File: src/rtl/hazard_if.sv
// Hazard controller signal bundle: pipeline status from ID/EX/WB into the
// controller, and stage-register enables, flushes and status back out.
interface hazard_if;
  // Instruction in ID
  logic [4:0] id_rs;
  logic [4:0] id_rt;
  logic       id_use_rs;
  logic       id_use_rt;
  // Instruction in EX
  logic       ex_memtoreg;
  logic [4:0] ex_wbregnum;
  logic       ex_branch_taken;
  logic       ex_eret;
  logic       ex_muldiv_start;
  logic       ex_muldiv_div;
  // Instruction in WB and operator control
  logic       wb_syscall_halt;
  logic       resume;
  // Stage-register control
  logic       pc_en;
  logic       ifid_en;
  logic       idex_en;
  logic       exmem_en;
  logic       memwb_en;
  logic       ifid_clr;
  logic       idex_clr;
  logic       exmem_clr;
  logic       idex_bb;
  // Status
  logic       muldiv_busy;
  logic       halted;

  // Pipeline side: drives status, consumes the stage controls
  modport master (
    output id_rs, id_rt, id_use_rs, id_use_rt,
           ex_memtoreg, ex_wbregnum, ex_branch_taken, ex_eret,
           ex_muldiv_start, ex_muldiv_div, wb_syscall_halt, resume,
    input  pc_en, ifid_en, idex_en, exmem_en, memwb_en,
           ifid_clr, idex_clr, exmem_clr, idex_bb,
           muldiv_busy, halted
  );

  // Controller side
  modport slave (
    input  id_rs, id_rt, id_use_rs, id_use_rt,
           ex_memtoreg, ex_wbregnum, ex_branch_taken, ex_eret,
           ex_muldiv_start, ex_muldiv_div, wb_syscall_halt, resume,
    output pc_en, ifid_en, idex_en, exmem_en, memwb_en,
           ifid_clr, idex_clr, exmem_clr, idex_bb,
           muldiv_busy, halted
  );
endinterface

File: src/rtl/hazard_ctrl.sv
// Pipeline hazard controller: load-use bubbles, branch/ERET flushes,
// fixed-latency multiply/divide stalls and a SYSCALL halt that freezes the
// whole pipeline until the operator resumes it. Stage controls are
// combinational; busy/halted status is registered.
module hazard_ctrl #(
  parameter int MUL_LAT = 4,
  parameter int DIV_LAT = 32
) (
  input logic     clk,
  input logic     rst,
  hazard_if.slave hz
);

  typedef enum logic [1:0] {
    RUN    = 2'd0,
    MULDIV = 2'd1,
    HALT   = 2'd2
  } state_t;

  // The counter holds "stall cycles still to come after this one", so the
  // start cycle loads L-1 and the cycle that sees zero releases the pipe.
  localparam logic [5:0] MUL_LOAD = 6'(MUL_LAT - 1);
  localparam logic [5:0] DIV_LOAD = 6'(DIV_LAT - 1);

  state_t     state;
  state_t     saved_state;
  state_t     next_state;
  state_t     next_saved;
  state_t     eff_state;
  logic [5:0] cnt;
  logic [5:0] next_cnt;

  logic       load_use;
  logic       rs_hit;
  logic       rt_hit;
  logic       resume_cycle;
  logic       frozen;
  logic       halt_req;

  logic       pc_en_c;
  logic       ifid_en_c;
  logic       idex_en_c;
  logic       exmem_en_c;
  logic       memwb_en_c;
  logic       ifid_clr_c;
  logic       idex_clr_c;
  logic       exmem_clr_c;
  logic       idex_bb_c;
  logic       busy_q;
  logic       halted_q;

  // Load-use: EX load writes a nonzero register that the ID instruction reads
  always_comb begin
    rs_hit   = hz.id_use_rs && (hz.id_rs == hz.ex_wbregnum);
    rt_hit   = hz.id_use_rt && (hz.id_rt == hz.ex_wbregnum);
    load_use = hz.ex_memtoreg && (hz.ex_wbregnum != 5'd0) && (rs_hit || rt_hit);
  end

  // Halt bookkeeping: a resume cycle behaves like the saved state with the
  // WB halt request masked so a lingering SYSCALL cannot re-halt at once
  always_comb begin
    resume_cycle = (state == HALT) && hz.resume;
    frozen       = (state == HALT) && !hz.resume;
    eff_state    = resume_cycle ? saved_state : state;
    halt_req     = hz.wb_syscall_halt && (state != HALT);
  end

  // Stage controls and next-state/counter decisions in priority order
  always_comb begin
    pc_en_c     = 1'b1;
    ifid_en_c   = 1'b1;
    idex_en_c   = 1'b1;
    exmem_en_c  = 1'b1;
    memwb_en_c  = 1'b1;
    ifid_clr_c  = 1'b0;
    idex_clr_c  = 1'b0;
    exmem_clr_c = 1'b0;
    idex_bb_c   = 1'b0;
    next_state  = state;
    next_saved  = saved_state;
    next_cnt    = cnt;

    if (frozen) begin
      pc_en_c    = 1'b0;
      ifid_en_c  = 1'b0;
      idex_en_c  = 1'b0;
      exmem_en_c = 1'b0;
      memwb_en_c = 1'b0;
      next_state = HALT;
    end else if (halt_req) begin
      pc_en_c    = 1'b0;
      ifid_en_c  = 1'b0;
      idex_en_c  = 1'b0;
      exmem_en_c = 1'b0;
      memwb_en_c = 1'b0;
      next_saved = state;
      next_state = HALT;
    end else if (eff_state == MULDIV) begin
      if (cnt != 6'd0) begin
        pc_en_c     = 1'b0;
        ifid_en_c   = 1'b0;
        idex_en_c   = 1'b0;
        exmem_clr_c = 1'b1;
        next_cnt    = cnt - 6'd1;
        next_state  = MULDIV;
      end else begin
        next_state = RUN;
      end
    end else begin
      next_state = RUN;
      if (hz.ex_muldiv_start) begin
        pc_en_c     = 1'b0;
        ifid_en_c   = 1'b0;
        idex_en_c   = 1'b0;
        exmem_clr_c = 1'b1;
        next_cnt    = hz.ex_muldiv_div ? DIV_LOAD : MUL_LOAD;
        next_state  = MULDIV;
      end else if (hz.ex_branch_taken || hz.ex_eret) begin
        ifid_clr_c = 1'b1;
        idex_clr_c = 1'b1;
      end else if (load_use) begin
        pc_en_c   = 1'b0;
        ifid_en_c = 1'b0;
        idex_bb_c = 1'b1;
      end
    end
  end

  // State, counter and registered status flags
  always_ff @(posedge clk or posedge rst) begin
    if (rst) begin
      state       <= RUN;
      saved_state <= RUN;
      cnt         <= 6'd0;
      busy_q      <= 1'b0;
      halted_q    <= 1'b0;
    end else begin
      state       <= next_state;
      saved_state <= next_saved;
      cnt         <= next_cnt;
      busy_q      <= (next_state == MULDIV);
      halted_q    <= (next_state == HALT);
    end
  end

  assign hz.pc_en       = pc_en_c;
  assign hz.ifid_en     = ifid_en_c;
  assign hz.idex_en     = idex_en_c;
  assign hz.exmem_en    = exmem_en_c;
  assign hz.memwb_en    = memwb_en_c;
  assign hz.ifid_clr    = ifid_clr_c;
  assign hz.idex_clr    = idex_clr_c;
  assign hz.exmem_clr   = exmem_clr_c;
  assign hz.idex_bb     = idex_bb_c;
  assign hz.muldiv_busy = busy_q;
  assign hz.halted      = halted_q;

endmodule

File: src/flat_wrapper.sv
// flat-port wrapper written by rule: the top's interface ports become plain ports
module hazard_ctrl_flat 
#(
  parameter int MUL_LAT = 4,
  parameter int DIV_LAT = 32
)
  (clk, rst, hz_id_rs, hz_id_rt, hz_id_use_rs, hz_id_use_rt, hz_ex_memtoreg, hz_ex_wbregnum, hz_ex_branch_taken, hz_ex_eret, hz_ex_muldiv_start, hz_ex_muldiv_div, hz_wb_syscall_halt, hz_resume, hz_pc_en, hz_ifid_en, hz_idex_en, hz_exmem_en, hz_memwb_en, hz_ifid_clr, hz_idex_clr, hz_exmem_clr, hz_idex_bb, hz_muldiv_busy, hz_halted);
  hazard_if hz_i ();
  input logic clk;
  input logic rst;
  input wire logic [$bits(hz_i.id_rs)-1:0] hz_id_rs;
  input wire logic [$bits(hz_i.id_rt)-1:0] hz_id_rt;
  input wire logic [$bits(hz_i.id_use_rs)-1:0] hz_id_use_rs;
  input wire logic [$bits(hz_i.id_use_rt)-1:0] hz_id_use_rt;
  input wire logic [$bits(hz_i.ex_memtoreg)-1:0] hz_ex_memtoreg;
  input wire logic [$bits(hz_i.ex_wbregnum)-1:0] hz_ex_wbregnum;
  input wire logic [$bits(hz_i.ex_branch_taken)-1:0] hz_ex_branch_taken;
  input wire logic [$bits(hz_i.ex_eret)-1:0] hz_ex_eret;
  input wire logic [$bits(hz_i.ex_muldiv_start)-1:0] hz_ex_muldiv_start;
  input wire logic [$bits(hz_i.ex_muldiv_div)-1:0] hz_ex_muldiv_div;
  input wire logic [$bits(hz_i.wb_syscall_halt)-1:0] hz_wb_syscall_halt;
  input wire logic [$bits(hz_i.resume)-1:0] hz_resume;
  output wire logic [$bits(hz_i.pc_en)-1:0] hz_pc_en;
  output wire logic [$bits(hz_i.ifid_en)-1:0] hz_ifid_en;
  output wire logic [$bits(hz_i.idex_en)-1:0] hz_idex_en;
  output wire logic [$bits(hz_i.exmem_en)-1:0] hz_exmem_en;
  output wire logic [$bits(hz_i.memwb_en)-1:0] hz_memwb_en;
  output wire logic [$bits(hz_i.ifid_clr)-1:0] hz_ifid_clr;
  output wire logic [$bits(hz_i.idex_clr)-1:0] hz_idex_clr;
  output wire logic [$bits(hz_i.exmem_clr)-1:0] hz_exmem_clr;
  output wire logic [$bits(hz_i.idex_bb)-1:0] hz_idex_bb;
  output wire logic [$bits(hz_i.muldiv_busy)-1:0] hz_muldiv_busy;
  output wire logic [$bits(hz_i.halted)-1:0] hz_halted;
  assign hz_i.id_rs = hz_id_rs;
  assign hz_i.id_rt = hz_id_rt;
  assign hz_i.id_use_rs = hz_id_use_rs;
  assign hz_i.id_use_rt = hz_id_use_rt;
  assign hz_i.ex_memtoreg = hz_ex_memtoreg;
  assign hz_i.ex_wbregnum = hz_ex_wbregnum;
  assign hz_i.ex_branch_taken = hz_ex_branch_taken;
  assign hz_i.ex_eret = hz_ex_eret;
  assign hz_i.ex_muldiv_start = hz_ex_muldiv_start;
  assign hz_i.ex_muldiv_div = hz_ex_muldiv_div;
  assign hz_i.wb_syscall_halt = hz_wb_syscall_halt;
  assign hz_i.resume = hz_resume;
  assign hz_pc_en = hz_i.pc_en;
  assign hz_ifid_en = hz_i.ifid_en;
  assign hz_idex_en = hz_i.idex_en;
  assign hz_exmem_en = hz_i.exmem_en;
  assign hz_memwb_en = hz_i.memwb_en;
  assign hz_ifid_clr = hz_i.ifid_clr;
  assign hz_idex_clr = hz_i.idex_clr;
  assign hz_exmem_clr = hz_i.exmem_clr;
  assign hz_idex_bb = hz_i.idex_bb;
  assign hz_muldiv_busy = hz_i.muldiv_busy;
  assign hz_halted = hz_i.halted;
  hazard_ctrl #(.MUL_LAT(MUL_LAT), .DIV_LAT(DIV_LAT)) u_core (.clk(clk), .rst(rst), .hz(hz_i));
endmodule
File: config.mk
export PLATFORM = sky130hd
export DESIGN_NAME = hazard_ctrl_flat
export DESIGN_NICKNAME = d
export VERILOG_FILES = /design/src/rtl/hazard_if.sv /design/src/rtl/hazard_ctrl.sv /design/src/flat_wrapper.sv
export SDC_FILE = /design/constraint.sdc
export NUM_CORES = 1
export LEC_CHECK = 0
export ABC_AREA = 0
export CELL_PAD_IN_SITES_DETAIL_PLACEMENT = 1
export CELL_PAD_IN_SITES_GLOBAL_PLACEMENT = 2
export CORE_MARGIN = 1.5
export CORE_UTILIZATION = 22
export DETAILED_ROUTE_END_ITERATION = 8
export HOLD_SLACK_MARGIN = 0.03
export PLACE_DENSITY_LB_ADDON = 0.1
export SETUP_SLACK_MARGIN = 0.2
export SLEW_MARGIN = 20
export SYNTH_ARGS = -nofsm -noshare
export SYNTH_HDL_FRONTEND = slang
export SYNTH_SLANG_ARGS = --single-unit
File: constraint.sdc
create_clock -name clk -period 2.21 [get_ports clk]
set_clock_uncertainty 0.15 [all_clocks]
set_input_delay 0.5525 -clock clk [delete_from_list [all_inputs] [get_ports clk]]
set_output_delay 0.5525 -clock clk [all_outputs]
set_load 0.02 [all_outputs]
# == Word level (Yosys, flattened, before mapping) ==
# Cells that the tools add are included.
# op_classes
addsub,1
n_eq_ne,8
n_mux,39
n_bitwise,2
reduce_logical,15
# ops
cell,n
2-to-1 mux 1 bit,31
2-to-1 mux 6 bit,3
== test 5 bit,2
2-to-1 mux 2 bit,4
logical AND 1 bit,7
nonzero test 6 bit,1
subtractor 6 x 1 -> 6 bit (second input constant),1
2-to-1 mux 5 bit,1
nonzero test 5 bit,1
== test 2 x 1 -> 1 bit (second input constant),2
== test 2 bit (second input constant),2
inequality test 2 bit (second input constant),2
AND reduction 4 bit,1
logical OR 1 bit,2
inverter 1 bit,2
AND reduction 2 bit,1
nonzero test 2 bit,1
logical NOT 1 bit,1
# word_totals
ff_bits,12
input_bits,26
out_inout_bits,11
elab_cells,70

# == Depth between registers and ports, before layout ==
# Gate-level depths: netlist (run 1).
# depth
word_depth,10
mapped_depth,7

# == Worst setup path before layout (run 1) ==
# Ideal clock, no wire load.
# synth_timing
path_type,register -> output
start,reg u_core.cnt[0]
end,out hz_pc_en
t_arrival_ns,2.053
required_ns,1.507
setup_slack_ns,-0.546
stages_incl_launch_ff,8
path_buffers,1
path_cell_list,dfrtp_1 > inv_1 > ha_1 > nand2b_1 > or4_4 > mux2_2 > a211oi_2 > buf_4
# synth_via
elab_chain_len,5
# synth_rtl
item,line,text
"start, declared",hazard_ctrl.sv:30,logic [5:0] cnt;
"start signal, assigned",hazard_ctrl.sv:140,cnt <= next_cnt;
nonzero test 6 bit,hazard_ctrl.sv:99,if (cnt != 6'd0) begin
2-to-1 mux 1 bit (4 in series),n/a,
"end, declared",flat_wrapper.sv:23,output wire logic [$bits(hz_i.pc_en)-1:0] hz_pc_en;
# Every way passes these cells.

# == Worst setup path after layout (run 1) ==
# layout_timing
start,reg u_core.cnt[0]
end,out hz_ifid_en
# layout_via
elab_chain_len,5
# layout_rtl
item,line,text
nonzero test 6 bit,hazard_ctrl.sv:99,
2-to-1 mux 1 bit,hazard_ctrl.sv:99,
2-to-1 mux 1 bit,hazard_ctrl.sv:98,end else if (eff_state == MULDIV) begin
2-to-1 mux 1 bit,hazard_ctrl.sv:90,end else if (halt_req) begin
2-to-1 mux 1 bit,hazard_ctrl.sv:83,if (frozen) begin
"end, declared",flat_wrapper.sv:24,output wire logic [$bits(hz_i.ifid_en)-1:0] hz_ifid_en;
# Every way passes these cells.

==> results.sh, run 1 <==
export IMPL_status="finished with violations"
export IMPL_violations="negative setup slack"
export IMPL_slew_viol_final=0
export IMPL_cp_cell_sequence="inv_2 -> ha_4 -> nand2b_4 -> or4_4 -> mux2_4 -> a211oi_4 -> buf_6"
export IMPL_powerDensity_nw_per_um2=986
export IMPL_crit_arrival_ps=2000
export IMPL_endpoint_kind="output port"
export IMPL_layout_commonest_cell="buf_4"
export IMPL_finalWirelength_mm=3.44
export IMPL_die_y_um=67.7
export IMPL_synth_flop_cell="dfrtp_1"
export IMPL_sw_frac_of_total=0.364
export IMPL_layout_common_cells="48 x buf_4, 17 x buf_6, 11 x dlygate4sd2_1, 11 x dfrtp_1, 10 x clkdlybuf4s50_1"
export IMPL_p_leak_nw=0.862
export IMPL_power_mw=1.89
export IMPL_grt_pass1_vias=1131
export IMPL_cp_top_family="simple AND/OR/NAND/NOR gates"
export IMPL_areaGrowthSynthToFinish_pct=108
export IMPL_critical_path_max_stage_delay_ps=420
export IMPL_dpl_hpwl_mm=2.59
export IMPL_htree_levels=1
export IMPL_p_seq_frac=0.200
export IMPL_ys_ff_latch=12
export IMPL_synth_distinct_cells=43
export IMPL_fp_dieW_um=67.7
export IMPL_vias_per_cell=4.56
export IMPL_startpoint="u_core.cnt[0]"
export IMPL_critPathKind="flop to output port"
export IMPL_yosysWarnings=0
export IMPL_placed_cells=218
export IMPL_worstHoldStart="u_core.saved_state[0]"
export IMPL_cts_tree="yes"
export IMPL_crit_slowest_cell="or4_4"
export IMPL_startpoint_type="flop"
export IMPL_die_area_sq_um=4580
export IMPL_detail_route_antenna_nets=0
export IMPL_power_frac_clock=0.130
export IMPL_clk_latency_ps=240
export IMPL_hold_violations=0
export IMPL_num_antenna_cells=0
export IMPL_clk_pin_slew_ps=60
export IMPL_worst_slack_ps=-491
export IMPL_rsz0062_at_grt="yes"
export IMPL_min_period_ps=2700
export IMPL_grt_pass1_wl_mm=5.31
export IMPL_intPower_mw=1.20
export IMPL_critPathRequiredTime_ps=1510
export IMPL_overflow=0
export IMPL_io_buffers=36
export IMPL_rows=23
export IMPL_drive_gt1_frac=0.574
export IMPL_seq_area_frac_synth=0.326
export IMPL_finalSetupViolCount=8
export IMPL_root_buffer="clkbuf_8"
export IMPL_path_buf_inv=2
export IMPL_switchingPower_mw=0.689
export IMPL_crit_path_max_fanout=2
export IMPL_fin_cells=238
export IMPL_grt_max_degree=13
export IMPL_syn_inst=97
export IMPL_synth_edf_count=0
export IMPL_fin_crit_sh=1.22
export IMPL_combPwrFrac=0.670
export IMPL_numCtsBuffers=3
export IMPL_numClockSinks=12
export IMPL_hp_class="flop to flop"
export IMPL_antenna_found_initial=0
export IMPL_place_gp_congestion=0.724
export IMPL_async_reset_ff_frac=1.00
export IMPL_grt_use_total=0.159
export IMPL_drv_cap=0
export IMPL_worst_slew_margin_rel=0.633
export IMPL_top_level_ports=37
export IMPL_first_pass_iters=3
export IMPL_vias=1086
export IMPL_syn_area_per_cell_sq_um=9.49
export IMPL_nets=216
export IMPL_rr_startpoint="u_core.cnt[0]"
export IMPL_start_util=0.230
export IMPL_worst_pin_slew_ps=549
export IMPL_drtIter0Drc=24
export IMPL_route_detailed_drc=0
export IMPL_syn_area_sq_um=921
export IMPL_clock_fmax_ghz=0.370
export IMPL_fp_coreArea_sq_um=4000
export IMPL_wl_per_cell_um=14.4
export IMPL_postSynthNetCount=124
export IMPL_clockBufferDepth=2
export IMPL_peakVddDrop_v=0.000364
==> flip-flops by register name, indices dropped and copies added (netlist names) <==
name                   count
u_core.cnt                 6
u_core.hz.halted           1
u_core.hz.muldiv_busy      1
u_core.saved_state         2
u_core.state               2
==> path summary, 6_finish.rpt <==
kind | to | slack [ps] | depth (start not counted)
min | u_core.saved_state[0] | 430 | 2
min in group asynchronous | u_core.saved_state[1] | 510 | 2
min reg2reg | u_core.saved_state[0] | 430 | 2
max | hz_ifid_en | -490 | 7
max in group asynchronous | u_core.state[0] | 1010 | 2
max reg2reg | u_core.cnt[0] | -20 | 9
==> logic make-up (layout without fill, tap and decap cells) <==
group,count (synthesis),count (layout),synth area share
flops,12,12,0.326
xor+xnor,10,10,0.0951
buf+inv,13,104,0.0747
fa+ha+maj,1,1,0.0136
compound gates,23,23,0.201
mux,6,6,0.0761
simple gates,32,32,0.213
==> stage by stage <==
stage                     instance area, sq um  TNS, ps   util  hold WS, ps  setup slack [ps]
final                                     1920    -2260  0.480          433              -491
after global routing                      1920    -2790  0.480          454              -566
after CTS                                 1870    -2400  0.468          432              -551
after detailed placement                  1650    -9740  0.413          389             -1230
after global placement                    1650    -9650  0.413          379             -1190
after floorplan                            985     -834      -          267              -402
==> metal layers <==
metal | vias to the layer above | track usage | part of all wire
li1 | 533 | - | -
met4 | 0 | 0.0306 | 0.0049
met2 | 14 | 0.292 | 0.55
met3 | 2 | 0.0417 | 0.029
met1 | 537 | 0.184 | 0.42
met5 | - | 0 | 0
==> Yosys cell counts, types with 2 or more instances <==
master | instances | share of area
inv_1 | 8 | 0.033
xnor2_1 | 10 | 0.095
nand2_1 | 6 | 0.024
or4_1 | 2 | 0.016
mux2i_1 | 3 | 0.033
o21ai_0 | 3 | 0.016
buf_4 | 3 | 0.024
nand4_1 | 3 | 0.020
o31ai_2 | 2 | 0.027
o32a_1 | 2 | 0.022
a32o_1 | 2 | 0.022
o211ai_1 | 3 | 0.024
a21oi_1 | 2 | 0.011
dfrtp_1 | 12 | 0.33
nor2_1 | 7 | 0.029
o31ai_1 | 2 | 0.016
==> tightest hold or removal path, delay by kind of cell, from the launching register on <==
family,cells,cell delay (ps)
flip-flops,1,390
AO/OA/AOI/OAI,1,100
AND/OR/NAND/NOR,1,60
==> power groups by stage <==
stage / clock network, mW / logic [mW] / registers, mW
after global routing: 0.267 / 1.36 / 0.389
after global placement: 0 / 1.00 / 0.378
after detailed placement: 0 / 1.02 / 0.382
final: 0.246 / 1.27 / 0.378
after floorplan: 0 / 0.511 / 0.393
after CTS: 0.255 / 1.21 / 0.377
==> what timing repair did <==
action / CTS / global route
resized for setup: 100 / 15
hold buffers: 0 / 0
buffers inserted: 14 / 2
setup endpoints to repair: 15 / 16
pin swaps: 25 / 11
==> cell type report <==
| cell class | count | area [sq um] |
|---|---|---|
| Fill cell | 471 | 2080 |
| Timing Repair Buffer | 92 | 778 |
| Tap cell | 50 | 62.6 |
| Multi-Input combinational cell | 72 | 691 |
| Inverter | 8 | 30.0 |
| Sequential cell | 12 | 302 |
| Clock buffer | 4 | 55.1 |
Note: power is estimated with default switching activity, not from simulation.
==> inputs of run 2 (changes only) <==
Settings changed: CORE_UTILIZATION 22 to 26, SLEW_MARGIN 20 to 10.
Clock period 2.21 ns to 3.4 ns, I/O delays scaled along.
==> run 2 against run 1 <==
Against the previous run:
- the run now ends clean
- critical endpoint unchanged
- combinational power decreased by 61%
- wire length decreased by 19%
- power decreased by 54%
==> results.sh, run 2 (same netlist as run 1, synthesis figures left out) <==
export IMPL_nets=185
export IMPL_overflow=0
export IMPL_gr_usage_met3=0.0180
export IMPL_rows=21
export IMPL_detail_route_antenna_nets=0
export IMPL_path_common_cell="buf_6"
export IMPL_drive_gt1_frac=0.344
export IMPL_place_gp_congestion=0.705
export IMPL_cp_cell_sequence="buf_6 -> or4_4 -> o211ai_1 -> nor2_2 -> a211oi_4 -> buf_6"
export IMPL_finalSetupViolCount=0
export IMPL_fp_dieW_um=62.5
export IMPL_worst_pin_slew_ps=504
export IMPL_wl_per_cell_um=13.7
export IMPL_min_period_ps=3210
export IMPL_status="completed"
export IMPL_io_buffers=36
export IMPL_slew_viol_final=0
export IMPL_crit_path_max_fanout=2
export IMPL_route_detailed_drc=0
export IMPL_layout_commonest_cell="buf_4"
export IMPL_hp_class="flop to flop"
export IMPL_switchingPower_mw=0.356
export IMPL_peakVddDrop_v=0.000184
export IMPL_clock_fmax_ghz=0.311
export IMPL_startpoint_type="input port"
export IMPL_fp_coreArea_sq_um=3360
export IMPL_largest_registers="u_core.cnt x6, u_core.saved_state x2, u_core.state x2"
export IMPL_root_buffer="clkbuf_4"
export IMPL_sw_frac_of_total=0.405
export IMPL_power_mw=0.879
export IMPL_vias=964
export IMPL_grt_max_degree=13
export IMPL_grtUsageMet2=0.246
export IMPL_clockBufferDepth=2
export IMPL_worst_hold_slack_ps=405
export IMPL_grt_use_total=0.149
export IMPL_hold_violations=0
export IMPL_design_area_sq_um=1540
export IMPL_p_seq_frac=0.310
export IMPL_postCtsHoldBufs=0
export IMPL_dpl_worst_slack_ps=-630
export IMPL_top_register="u_core.cnt"
export IMPL_fin_util=0.458
export IMPL_numClockSinks=12
export IMPL_critPathRequiredTime_ps=2400
export IMPL_clk_pin_slew_ps=80
export IMPL_p_leak_nw=0.675
export IMPL_first_pass_iters=4
export IMPL_grt_pass1_vias=1033
export IMPL_fin_crit_sh=0.945
export IMPL_critPathKind="input port to output port"
export IMPL_intPower_mw=0.522
export IMPL_worst_slack_ps=186
export IMPL_grt_pass1_wl_mm=4.64
export IMPL_drtIter0Drc=9
export IMPL_rsz0062_at_grt="yes"
export IMPL_combPwrFrac=0.559
export IMPL_areaGrowthSynthToFinish_pct=67.1
export IMPL_die_y_um=62.5
export IMPL_die_area_sq_um=3910
export IMPL_powerDensity_nw_per_um2=571
export IMPL_cts_tree="yes"
export IMPL_drv_cap=0
export IMPL_placed_cells=197
export IMPL_power_frac_clock=0.131
export IMPL_endpoint_kind="output port"
export IMPL_dpl_cell_area_sq_um=1480
export IMPL_antenna_found_initial=0
export IMPL_numCtsBuffers=3
export IMPL_largest_register_ffs=6
export IMPL_use_met1=0.198
export IMPL_fin_cells=203
export IMPL_crit_arrival_ps=2210
export IMPL_filler_cell_count=426
export IMPL_fin_tns_setup_ps=0
export IMPL_num_antenna_cells=0
export IMPL_crit_slowest_cell="or4_4"
export IMPL_worst_slew_margin_rel=0.663
export IMPL_dpl_hpwl_mm=2.34
export IMPL_htree_levels=1
export IMPL_vias_per_cell=4.75
export IMPL_start_util=0.274
export IMPL_critical_path_max_stage_delay_ps=520
export IMPL_layout_common_cells="25 x buf_4, 20 x clkdlybuf4s50_1, 12 x dfrtp_1"
export IMPL_clk_latency_ps=270
export IMPL_grt_busiest_layer="met2"
export IMPL_top_level_ports=37
export IMPL_finalWirelength_mm=2.77
run 2: worst paths after layout:
path | to | depth (start not counted) | from | slack, ps
setup / recovery | hz_ifid_en | 6 | hz_ex_wbregnum[2] | 190
hold / removal | u_core.saved_state[1] | 2 | u_core.saved_state[1] | 400
setup reg to reg | u_core.cnt[0] | 8 | u_core.cnt[0] | 1180
hold reg to reg | u_core.saved_state[1] | 2 | u_core.saved_state[1] | 400
max in group asynchronous | u_core.cnt[1] | 2 | rst | 2000
min in group asynchronous | u_core.cnt[2] | 2 | rst | 760
run 2: critical path: cells and delay by family:
family / cells / cell delay, ps
and+or+nand+nor: 2 / 600
AOI/OAI and AO/OA: 2 / 520
buffers and inverters: 2 / 250
run 2: cell type report:
| type | count | area, sq um | share of cell area |
|---|---|---|---|
| Clock buffer | 4 | 36.3 | 0.0236 |
| Sequential cell | 12 | 300 | 0.195 |
| Multi-Input combinational cell | 72 | 592 | 0.385 |
| Timing Repair Buffer | 61 | 523 | 0.340 |
| Inverter | 8 | 30.0 | 0.0195 |
| Tap cell | 46 | 57.6 | 0.0374 |
run 2: power by group through the flow:
stage | registers, mW | logic (mW) | clock network, mW
3_5_place_dp | 0.275 | 0.493 | 0
2_1_floorplan | 0.253 | 0.297 | 0
4_1_cts | 0.274 | 0.497 | 0.122
5_1_grt | 0.284 | 0.531 | 0.131
6_report | 0.272 | 0.491 | 0.115
3_3_place_gp | 0.268 | 0.485 | 0
run 2: layer usage:
layer / vias up / part of all wire / routed length, um
li1: 476 / - / -
met1: 456 / 0.48 / 1330
met2: 30 / 0.46 / 1280
met3: 2 / 0.046 / 127
met4: 0 / 0.013 / 35
met5: - / 0 / 0
run 2: timing repair:
action                                  CTS  global route
endpoints found under the setup margin    9             6
endpoints found under the hold margin     0             0
pin swaps                                 5             4
gates resized for setup                  47             8
buffers inserted                          1             1
==> inputs of run 3 (changes only) <==
==> constraint.sdc (replaced) <==
create_clock -name clk -period 3.4 [get_ports clk]
set_clock_uncertainty 0.15 [all_clocks]
set_input_delay 0.68 -clock clk [delete_from_list [all_inputs] [get_ports clk]]
set_output_delay 0.68 -clock clk [all_outputs]
set_load 0.02 [all_outputs]
==> run 3 against run 2 <==
Against the previous run:
- non-clock buffer count is 8 lower
- flip-flop and latch count stayed put
- critical path type is now flop to output port
- global-route usage is 0.76 points higher
- sequential power hardly changed
- largest cell class unchanged
- critical path depth is 2 higher
- die area stayed put
- combinational power hardly changed
- cell area is 2.6% lower
- count of clock-buffer cells in the layout stayed put
- final cell count is 3.9% lower
==> results.sh, run 3 (same netlist as run 1, synthesis figures left out) <==
export IMPL_cts_tree="yes"
export IMPL_numClockSinks=12
export IMPL_p_leak_nw=0.645
export IMPL_grt_pass1_wl_mm=4.87
export IMPL_min_period_ps=3080
export IMPL_clk_pin_slew_ps=90
export IMPL_dpl_hpwl_mm=2.28
export IMPL_layout_common_cells="23 x clkdlybuf4s50_1, 17 x buf_4, 12 x dfrtp_1"
export IMPL_regArea_sq_um=300
export IMPL_status="completed"
export IMPL_worstHoldStart="u_core.saved_state[1]"
export IMPL_htree_levels=1
export IMPL_critPathRequiredTime_ps=2570
export IMPL_top_register="u_core.cnt"
export IMPL_overflow=0
export IMPL_fp_dieW_um=62.5
export IMPL_crit_path_max_fanout=4
export IMPL_drive_gt1_frac=0.268
export IMPL_layout_commonest_cell="clkdlybuf4s50_1"
export IMPL_powerDensity_nw_per_um2=586
export IMPL_largest_register_ffs=6
export IMPL_antenna_found_initial=0
export IMPL_slew_viol_final=0
export IMPL_worst_pin_slew_ps=473
export IMPL_dpl_worst_slack_ps=-298
export IMPL_endpoint_kind="output port"
export IMPL_finalWirelength_mm=2.78
export IMPL_worst_slack_ps=316
export IMPL_filler_cell_count=425
export IMPL_top_level_ports=37
export IMPL_startpoint="u_core.cnt[1]"
export IMPL_areaGrowthSynthToFinish_pct=62.8
export IMPL_crit_arrival_ps=2250
export IMPL_largest_registers="u_core.cnt x6, u_core.saved_state x2, u_core.state x2"
export IMPL_peakVddDrop_v=0.000190
export IMPL_place_gp_congestion=0.719
export IMPL_fin_util=0.446
export IMPL_detail_route_antenna_nets=0
export IMPL_vias_per_cell=4.76
export IMPL_wl_per_cell_um=14.3
export IMPL_clock_fmax_ghz=0.324
export IMPL_io_buffers=36
export IMPL_nets=177
export IMPL_die_area_sq_um=3910
export IMPL_cp_cell_sequence="inv_1 -> ha_4 -> nand2b_1 -> or4_4 -> mux2_4 -> a211oi_4 -> buf_4 -> buf_6"
export IMPL_fin_crit_sh=0.907
export IMPL_grt_max_degree=13
export IMPL_route_detailed_drc=0
export IMPL_first_pass_iters=4
export IMPL_rows=21
export IMPL_worst_slew_margin_rel=0.684
export IMPL_clockBufferDepth=2
export IMPL_hp_class="flop to flop"
export IMPL_grt_pass1_vias=1032
export IMPL_hold_violations=0
export IMPL_vias=928
export IMPL_start_util=0.274
export IMPL_startpoint_type="flop"
export IMPL_rr_startpoint="u_core.cnt[1]"
export IMPL_num_antenna_cells=0
export IMPL_critical_path_max_stage_delay_ps=450
export IMPL_grt_use_total=0.157
export IMPL_numCtsBuffers=3
export IMPL_clk_latency_ps=280
export IMPL_finalSetupViolCount=0
export IMPL_crit_slowest_cell="or4_4"
export IMPL_multi_input_area_sq_um=597
export IMPL_root_buffer="clkbuf_4"
export IMPL_critPathKind="flop to output port"
export IMPL_rsz0062_at_grt="no"
export IMPL_fp_coreArea_sq_um=3360
export IMPL_die_y_um=62.5
export IMPL_drtIter0Drc=15
export IMPL_drv_cap=0
run 3: cell count changes in the layout (fill, tap and decap cells not counted), moves of 2 or more:
cell / before / now
buf_6: 4 / 1
clkdlybuf4s50_1: 20 / 23
buf_4: 25 / 17
dlygate4sd2_1: 6 / 8
buf_2: 3 / 0
run 3: where the power goes:
part / internal [mW] / switching (mW)
clock network: 0.0651 / 0.0507
logic: 0.253 / 0.237
registers: 0.200 / 0.0724
total: 0.519 / 0.360
run 3: what timing repair did:
item                                    CTS  global route
cloned                                    0             0
endpoints found under the setup margin    9             4
resized for setup                        18            14
pin swaps                                 3             4
endpoints found under the hold margin     0             0
setup buffers                             1             0
hold buffers                              0             0
run 3: path summary, 6_finish.rpt:
path | end | slack [ps] | cells after the start
setup / recovery | hz_pc_en | 320 | 8
hold / removal | u_core.saved_state[1] | 390 | 2
setup reg to reg | u_core.cnt[0] | 1300 | 7
hold reg to reg | u_core.saved_state[1] | 390 | 2
max in group asynchronous | u_core.hz.muldiv_busy | 2210 | 2
min in group asynchronous | u_core.cnt[0] | 560 | 2
run 3: layer usage:
| metal | share of wire | global-route usage | up-vias |
|---|---|---|---|
| met5 | 0 | 0 | - |
| met4 | 0.014 | 0.0583 | 0 |
| met3 | 0.063 | 0.0432 | 4 |
| met2 | 0.47 | 0.250 | 32 |
| met1 | 0.45 | 0.202 | 436 |
| li1 | - | - | 456 |
run 3: critical path: cells and delay by family (launching register included):
kind | cells | cell delay [ps]
flip-flops | 1 | 410
multiplexers | 1 | 300
AND/OR/NAND/NOR | 2 | 530
buffers and inverters | 3 | 350
AO/OA/AOI/OAI | 1 | 230
adder cells (fa/ha/maj) | 1 | 150
run 3: metrics by stage:
stage | hold WS (ps) | TNS, ps | cells | total power, mW | area [sq um]
after floorplan | 342 | 0 | 97 | 0.545 | 921
after global placement | 358 | -495 | 190 | 0.733 | 1420
after detailed placement | 372 | -645 | 190 | 0.744 | 1420
after CTS | 403 | 0 | 195 | 0.858 | 1460
after global routing | 445 | 0 | 195 | 0.947 | 1500
final | 390 | 0 | 195 | 0.879 | 1500
run 3: cell type report:
type / instances / share of cell area
inverter: 8 / 0.0200
clock buffer: 4 / 0.0242
timing repair buffer: 53 / 0.319
multi-input combinational: 72 / 0.398
sequential: 12 / 0.200
tap: 46 / 0.0384
